===== src/rtl/cobs_decoder_axis.sv =====
// COBS byte-stream decoder, AXI-Stream in and out, one-beat hold for tlast.
// Optional frame statistics when COBS_DECODER_STATS_EN is defined.
module cobs_decoder_axis #(
  parameter int MAX_FRAME_BYTES = 256,
  parameter int STATS_WIDTH     = 16
) (
  input  logic       clk,
  input  logic       reset,
  input  logic [7:0] s_axis_tdata,
  input  logic       s_axis_tvalid,
  output logic       s_axis_tready,
  output logic [7:0] m_axis_tdata,
  output logic       m_axis_tvalid,
  input  logic       m_axis_tready,
  output logic       m_axis_tlast,
  output logic       m_axis_tuser,
  output logic       frame_error_out
`ifdef COBS_DECODER_STATS_EN
  ,
  output logic [STATS_WIDTH-1:0] frames_ok_out,
  output logic [STATS_WIDTH-1:0] frames_err_out
`endif
);

  localparam int LW = $clog2(MAX_FRAME_BYTES + 2);
  localparam logic [LW-1:0] MAXL = LW'(MAX_FRAME_BYTES);

  typedef enum logic [1:0] {
    WAIT_CODE,
    DATA,
    DISCARD
  } st_t;

  st_t           st_q;
  logic [7:0]    cnt_q;
  logic          pz_q;
  logic [7:0]    hold_q;
  logic          hold_vld_q;
  logic [LW-1:0] len_q;
  logic [7:0]    m_data_q;
  logic          m_valid_q;
  logic          m_last_q;
  logic          m_user_q;
  logic          err_q;

  logic       acc;
  logic       is_zero;
  logic       prod;
  logic [7:0] pbyte;
  logic       term;
  logic       term_err;
  logic       ovf;
  logic       flush;
  logic       ferr;

  assign s_axis_tready   = !m_valid_q | m_axis_tready;
  assign acc             = s_axis_tvalid & s_axis_tready;
  assign is_zero         = (s_axis_tdata == 8'h00);
  assign m_axis_tdata    = m_data_q;
  assign m_axis_tvalid   = m_valid_q;
  assign m_axis_tlast    = m_last_q;
  assign m_axis_tuser    = m_user_q;
  assign frame_error_out = err_q;

  always_comb begin
    prod     = 1'b0;
    pbyte    = 8'h00;
    term     = 1'b0;
    term_err = 1'b0;
    if (acc) begin
      unique case (st_q)
        WAIT_CODE: begin
          if (is_zero) term = 1'b1;
          else if (pz_q) prod = 1'b1;
        end
        DATA: begin
          if (is_zero) begin
            term     = 1'b1;
            term_err = 1'b1;
          end else begin
            prod  = 1'b1;
            pbyte = s_axis_tdata;
          end
        end
        default: ;
      endcase
    end
  end

  assign ovf   = prod & (len_q == MAXL);
  assign flush = term | ovf;
  assign ferr  = term_err | ovf;

  always_ff @(posedge clk) begin
    if (reset) begin
      st_q       <= WAIT_CODE;
      cnt_q      <= 8'h00;
      pz_q       <= 1'b0;
      hold_q     <= 8'h00;
      hold_vld_q <= 1'b0;
      len_q      <= '0;
      m_data_q   <= 8'h00;
      m_valid_q  <= 1'b0;
      m_last_q   <= 1'b0;
      m_user_q   <= 1'b0;
      err_q      <= 1'b0;
    end else begin
      err_q <= 1'b0;
      if (m_valid_q && m_axis_tready) m_valid_q <= 1'b0;
      if (acc) begin
        if (flush) begin
          if (hold_vld_q) begin
            m_data_q  <= hold_q;
            m_valid_q <= 1'b1;
            m_last_q  <= 1'b1;
            m_user_q  <= ferr;
          end
          hold_vld_q <= 1'b0;
          err_q      <= ferr;
        end else if (prod) begin
          if (hold_vld_q) begin
            m_data_q  <= hold_q;
            m_valid_q <= 1'b1;
            m_last_q  <= 1'b0;
            m_user_q  <= 1'b0;
          end
          hold_q     <= pbyte;
          hold_vld_q <= 1'b1;
          len_q      <= len_q + 1'b1;
        end
        if (is_zero) len_q <= '0;
        unique case (st_q)
          WAIT_CODE: begin
            if (is_zero) begin
              pz_q <= 1'b0;
            end else begin
              cnt_q <= s_axis_tdata - 8'd1;
              pz_q  <= (s_axis_tdata != 8'hFF);
              if (s_axis_tdata > 8'd1) st_q <= DATA;
            end
          end
          DATA: begin
            if (is_zero) begin
              st_q <= WAIT_CODE;
              pz_q <= 1'b0;
            end else begin
              cnt_q <= cnt_q - 8'd1;
              if (cnt_q == 8'd1) st_q <= WAIT_CODE;
            end
          end
          DISCARD: begin
            if (is_zero) begin
              st_q <= WAIT_CODE;
              pz_q <= 1'b0;
            end
          end
          default: st_q <= WAIT_CODE;
        endcase
        // oversize wins over the normal group transition
        if (ovf) begin
          st_q <= DISCARD;
          pz_q <= 1'b0;
        end
      end
    end
  end

`ifdef COBS_DECODER_STATS_EN
  logic [STATS_WIDTH-1:0] ok_q;
  logic [STATS_WIDTH-1:0] er_q;

  always_ff @(posedge clk) begin
    if (reset) begin
      ok_q <= '0;
      er_q <= '0;
    end else begin
      if (m_valid_q && m_axis_tready && m_last_q && !m_user_q && (ok_q != '1))
        ok_q <= ok_q + 1'b1;
      if (err_q && (er_q != '1))
        er_q <= er_q + 1'b1;
    end
  end

  assign frames_ok_out  = ok_q;
  assign frames_err_out = er_q;
`else
  logic unused_stats;
  assign unused_stats = ^STATS_WIDTH;
`endif

endmodule

===== config.mk =====
export PLATFORM = sky130hd
export DESIGN_NAME = cobs_decoder_axis
export DESIGN_NICKNAME = d
export VERILOG_FILES = /design/src/rtl/cobs_decoder_axis.sv
export SDC_FILE = /design/constraint.sdc
export NUM_CORES = 1
export LEC_CHECK = 0
export ABC_AREA = 1
export BUFFER_PORTS_ARGS = -buffer_cell sky130_fd_sc_hd__buf_2
export CAP_MARGIN = 15
export CORE_MARGIN = 2
export CORE_UTILIZATION = 52
export DETAILED_ROUTE_END_ITERATION = 6
export PLACE_DENSITY_LB_ADDON = 0.1
export SLEW_MARGIN = 20
export SYNTH_ARGS = -nofsm -noshare
export SYNTH_HDL_FRONTEND = slang
export SYNTH_SLANG_ARGS = --single-unit

===== constraint.sdc =====
create_clock -name clk -period 1.7 [get_ports clk]
set_input_delay 0.17 -clock clk [delete_from_list [all_inputs] [get_ports clk]]
set_output_delay 0.17 -clock clk [all_outputs]
set_load 0.02 [all_outputs]

### Yosys cells after proc, flatten, opt, wreduce, memory -nomap -nowiden

Index checks and enable logic that the tools add are counted.

| storage, ports and cells | value |
|---|---|
| flip-flop bits (word level) | 41 |
| latch bits | 0 |
| RAM bits | 0 |
| ROM bits | 0 |
| input port bits | 12 |
| output and inout port bits | 13 |
| logic and storage cells | 100 |
| memories kept | 0 |

| cells by class | value |
|---|---|
| $add $sub $neg | 3 |
| multiply operators | 0 |
| div/mod/pow operators | 0 |
| order comparisons | 1 |
| equal/unequal tests | 15 |
| shift operators | 0 |
| muxes and demuxes | 45 |
| bitwise logic cells | 7 |
| reductions and logical operators | 18 |

Operator list:

| cell | count |
|---|---|
| two-way mux 8 bit | 7 |
| two-way mux 9 bit | 3 |
| two-way mux 1 bit | 25 |
| case mux 8 bit (2 select lines) | 1 |
| subtractor 8 x 1 -> 8 bit (second input constant) | 2 |
| two-way mux 2 bit | 6 |
| != test 2 bit (second input constant) | 5 |
| adder 9 x 1 -> 9 bit (second input constant) | 1 |
| == test 9 bit (second input constant) | 1 |
| != test 3 bit (second input constant) | 3 |
| AND reduction 3 bit | 3 |
| == test 8 x 1 -> 1 bit (second input constant) | 1 |
| greater-than comparator 8 x 1 -> 1 bit (second input constant) | 1 |
| logical NOT 8 bit | 1 |
| != test 8 bit (second input constant) | 1 |
| AND reduction 4 bit | 2 |
| case mux 2 bit (3 select lines) | 1 |
| nonzero test 2 bit | 3 |
| AND reduction 5 bit | 1 |
| != test 4 bit (second input constant) | 1 |
| case mux 1 bit (2 select lines) | 2 |
| OR reduction 2 bit | 2 |
| != test 3 x 1 -> 1 bit (second input constant) | 1 |
| OR 1 bit | 3 |
| 10 further kinds | 12 |

### Logic depth before layout (Yosys ltp)

| logic depth | value |
|---|---|
| depth in word-level cells | 8 |
| mapped depth | 13 |
| mapped depth without buffers | 13 |

### Least setup slack after synthesis

Ideal clock, no wire load.

| timing path | value |
|---|---|
| kind | register to register |
| start | register st_q[1] |
| end | register len_q[1] |
| setup time | 0.131 ns |
| arrival | 1.446 ns |
| data required time | 1.569 ns |
| path slack | 0.123 ns |
| stages on the path, launching flop included | 11 |
| buffers on the path | 2 |
| period minus slack after synthesis | 1.577 ns |
| cell sequence | dfxtp_1 > inv_1 > ha_1 > buf_2 > a21oi_1 > nor2_2 > nand2_2 > nor2_2 > buf_4 > a22oi_1 > nor2_1 |

| on the way | value |
|---|---|
| word-level cells in the longest chain between the ends | 7 |
| elaborated cells between the ends (all ways) | 12 |
| classes of those cells | 2 x eq/ne; 4 x mux; 2 x bitwise; 4 x reduce/logical |

Ends and longest elaborated chain:

| item | RTL line | source |
|---|---|---|
| start, declared | 34 | `st_t st_q;` |
| start signal, assigned | 96 | `st_q <= WAIT_CODE;` |
| start signal, assigned | 139 | `if (s_axis_tdata > 8'd1) st_q <= DATA;` |
| start signal, assigned | 144 | `st_q <= WAIT_CODE;` |
| == test 2 x 1 -> 1 bit / logical NOT 2 bit (equally long branches) | 71 | `unique case (st_q)` |
| case mux 1 bit (2 select lines) / OR reduction 2 bit (equally long branches) | -- |  |
| two-way mux 1 bit, on equally long branches | -- |  |
| bitwise AND 1 bit / two-way mux 1 bit (equally long branches) | 90, 70 |  |
| OR 1 bit | 91 | `assign flush = term \| ovf;` |
| != test 2 bit (no line) | -- |  |
| AND reduction 3 bit (no line) * | -- |  |
| end signal, assigned | 129 | `len_q <= len_q + 1'b1;` |
| end, declared | 39 | `logic [LW-1:0] len_q;` |

Mark *: on every way between the ends. The rest lies on a longest branch, timed or not.
A chain may end at the register's enable or synchronous reset.

### Worst setup path in the final report

| timing path | value |
|---|---|
| start | register st_q[1] |
| end | register m_last_q (netlist: m_axis_tlast) |

| on the way | value |
|---|---|
| word-level cells in the longest chain between the ends | 7 |
| elaborated cells between the ends (all ways) | 14 |
| classes of those cells | 3 x eq/ne; 5 x mux; 2 x bitwise; 4 x reduce/logical |

Ends and longest elaborated chain:

| item | RTL line | source |
|---|---|---|
| == test 2 x 1 -> 1 bit / logical NOT 2 bit (equally long branches) | 71 |  |
| case mux 1 bit (2 select lines) / OR reduction 2 bit (equally long branches) | -- |  |
| two-way mux 1 bit, on equally long branches | -- |  |
| bitwise AND 1 bit / two-way mux 1 bit (equally long branches) | 90, 70 |  |
| OR 1 bit | 91 |  |
| != test 2 bit (no line) / nonzero test 2 bit (equally long branches) | -- |  |
| AND reduction 4 bit (no line) | -- |  |
| end signal, assigned | 104 | `m_last_q <= 1'b0;` |
| end signal, assigned | 115 | `m_last_q <= 1'b1;` |
| end signal, assigned | 124 | `m_last_q <= 1'b0;` |
| end, declared | 42 | `logic m_last_q;` |

Parallel ways exist; a longest one is shown, timed or not.

==> impl_results.md <==
- Outcome: finished clean
- Count leader, synth: nor2_1
- Initial antenna violation count: 0
- Share of layout cells above drive strength 1: 0.233
- Switching part of the total power: 0.277
- Met1 usage: 0.283
- Cell variety after synth: 34
- Initial core utilization: 0.548
- Setup Skew: 0.0104 ns
- # Max-Cap Violations: 0
- Wire per inst: 12.5 µm
- Count of input and output buffers: 24
- Worst reg2reg path depth: 9
- Synth Instances: 313
- P per Cell Area: 925 mW/mm²
- Detail Placement HPWL: 3.52 mm
- Clock Path Buffers: 2
- Die area: 0.00485 mm²
- Drt first pass iters: 4
- Internal cell power: 1780 µW
- Setup Viol. Count Final: 0
- Post-synth top area share: 0.366
- Crit-path max FO: 4
- Starting DRT DRC Count: 90
- H-tree lvl count: 2
- Number of diodes: 0
- Post-route DRC: 0
- Psw: 679 µW
- # IOs: 25
- Syn Area/Cell: 7.16 µm²
- Rel. slew slack: 0.816
- Clk Latency, worst-skew pair: 0.30 ns
- Minimum clock period: 1.60 ns
- CTS root buffer: clkbuf_8
- R2r startpoint: st_q[1]
- Critical path required time: 1.94 ns
- Die Span X: 69.6 µm
- Clock transition at path regs: 0.08 ns
- Maximum VDD drop: 0.510 mV
- Area of the multi-input gates: 0.00126 mm²
- Fin. max-slew vios: 0
- FF+latch area: 822 µm²
- Worst r2r dst: m_axis_tlast
- Critical path type: register to register
- Flops & latches, synth: 41
- Syn nets: 336
- Sequential area share after synthesis: 0.366
- Fin cells: 397
- Dpl cells: 387
- Via density: 5.20
- Synthesis-to-finish area growth: 18.5%
- CTS tree: yes
- Final Wtd Congestion: 0.834
- First-pass GRT wire length: 8.35 mm
- Lkg Pwr: 0.00120 µW
- Min-Delay Path Class: input pin to register
- Logic pwr share: 0.185
- Mapped Area: 0.00224 mm²
- Synth area leaders: dfxtp_1 37%, nor2_1 7.7%, a21oi_1 6.7%
- Fillers: 369
- Crit end category: register
- Synth cell count leaders: 46 x nor2_1, 41 x dfxtp_1, 39 x nand2_1, 30 x a21oi_1, 29 x inv_1
- Met3 global-route usage: 0.0451
- Arr. time, crit path: 1.84 ns
- Worst hold margin: 0.139 ns
- Final worst path period share: 0.941
- Sequential power share: 0.425
- Worst setup SP type: register
- Synth Flop Type: dfxtp_1
- Worst Hold Launch: m_axis_tready
- EDFF count, synth: 0
- GRT Total Usage: 0.213
- ANT nets after route: 0
- Synth Warn #: 0
- Setup slack, reg-to-reg: 0.10 ns
- RSZ-0062 raised after global routing: true
- Clock power frac: 0.390
- Vias in the first global route: 1867
- Synth area leader: dfxtp_1
- GRT busiest layer: met2
- Final hold viol count: 0
- # nets final: 369
- Slew at the pin with the worst max-slew slack: 0.273 ns
- Routed wire length: 4.94 mm
- Num rows: 23
- Pin count of the biggest net entering global routing: 23
- Clock Sinks: 41
- GR Overflow Total: 0
- Hold Crit Depth: 4
- Worst Hold End: m_axis_tvalid
- Cts bufs inserted: 5
- Post-synth ARST share: 0
- Die H: 69.6 µm
- GR Util met2: 0.348
- Core area: 0.00409 mm²
- DR vias: 2064
- Fmax: 625 MHz
registers in the layout, summed over array words and instances, names as in the netlist:
name	cells
frame_error_out	1
cnt_q	8
m_axis_tlast	1
m_axis_tvalid	1
hold_q	8
m_axis_tuser	1
st_q	2
hold_vld_q	1
pz_q	1
len_q	9
m_axis_tdata	8
power by group through the flow:
stage	clock (µW)	sequential [µW]	combinational (µW)
3_5_place_dp	0	1060	422
3_3_place_gp	0	1060	420
2_1_floorplan	0	1070	294
4_1_cts	977	1040	426
6_report	958	1040	454
5_1_grt	1020	1050	513
timing repair:
item | 4_1_cts | 5_1_grt
endpoints found under the setup margin | 0 | 35
hold buffers | 0 | 0
gates resized for setup | 0 | 16
buffers inserted | 0 | 2
final cells by class:
cell class / instances / area share
Tap cell: 50 / 0.0236
Multi-Input combinational cell: 226 / 0.476
Clock inverter: 3 / 0.0259
Timing Repair Buffer: 35 / 0.0839
Sequential cell: 41 / 0.310
Clock buffer: 5 / 0.0259
Inverter: 37 / 0.0551
kinds of logic (layout without fill, tap and decap cells):
| family | after synthesis | count (layout) | share of synthesized area |
|---|---|---|---|
| buffers and inverters | 46 | 80 | 0.0882 |
| AND/OR/NAND/NOR | 141 | 141 | 0.292 |
| adder cells (fa/ha/maj) | 11 | 11 | 0.0614 |
| flip-flops | 41 | 41 | 0.366 |
| XOR/XNOR | 5 | 5 | 0.0195 |
| AO/OA/AOI/OAI | 69 | 69 | 0.173 |
worst max path at each step:
stage                               start               to  slack (ns)  cells after the start
after global placement           len_q[1]          st_q[1]        0.06                     11
after CTS                        len_q[1]          st_q[1]       0.008                     11
after global routing              st_q[1]  m_axis_tdata[2]      -0.009                      9
after floorplan                   st_q[1]         len_q[1]        0.12                     10
final                             st_q[1]     m_axis_tlast        0.10                      9
after detailed placement  s_axis_tdata[1]         len_q[1]        0.02                     11
metal layers:
layer / vias up / routed length [µm]
met2: 38 / 2320
met1: 926 / 2380
met3: 6 / 191
met5: - / 0
met4: 0 / 55
li1: 1094 / -
placed cells by master, fill, tap and decap left out, drive strengths merged, types with 4 or more instances in the layout:
cell    count
o21ai      27
nand2      50
nor2       51
nand4       4
clkbuf      5
inv        37
nor3        9
nand3      24
a21oi      34
buf        35
dfxtp      41
ha         11
worst max-delay path, cell delays in order, from the launching register on:
cell and delay, ns:
dfxtp_1 0.35, inv_2 0.11, ha_4 0.16, a21oi_2 0.06
nor2_2 0.18, nand2_2 0.14, a21oi_4 0.22, buf_4 0.15
nand2_1 0.05, a21oi_2 0.12
metrics by stage:
stage          total power [µW]  TNS (ns)  setup slack (ns)  area [µm²]   util
2_1_floorplan              1360         0             0.123        2240      -
3_3_place_gp               1480         0            0.0561        2450  0.600
3_5_place_dp               1480         0            0.0212        2450  0.600
4_1_cts                    2440         0           0.00792        2590  0.633
5_1_grt                    2580   -0.0116          -0.00863        2660  0.650
6_report                   2460         0             0.100        2660  0.650
(Power assumes the default switching activity.)
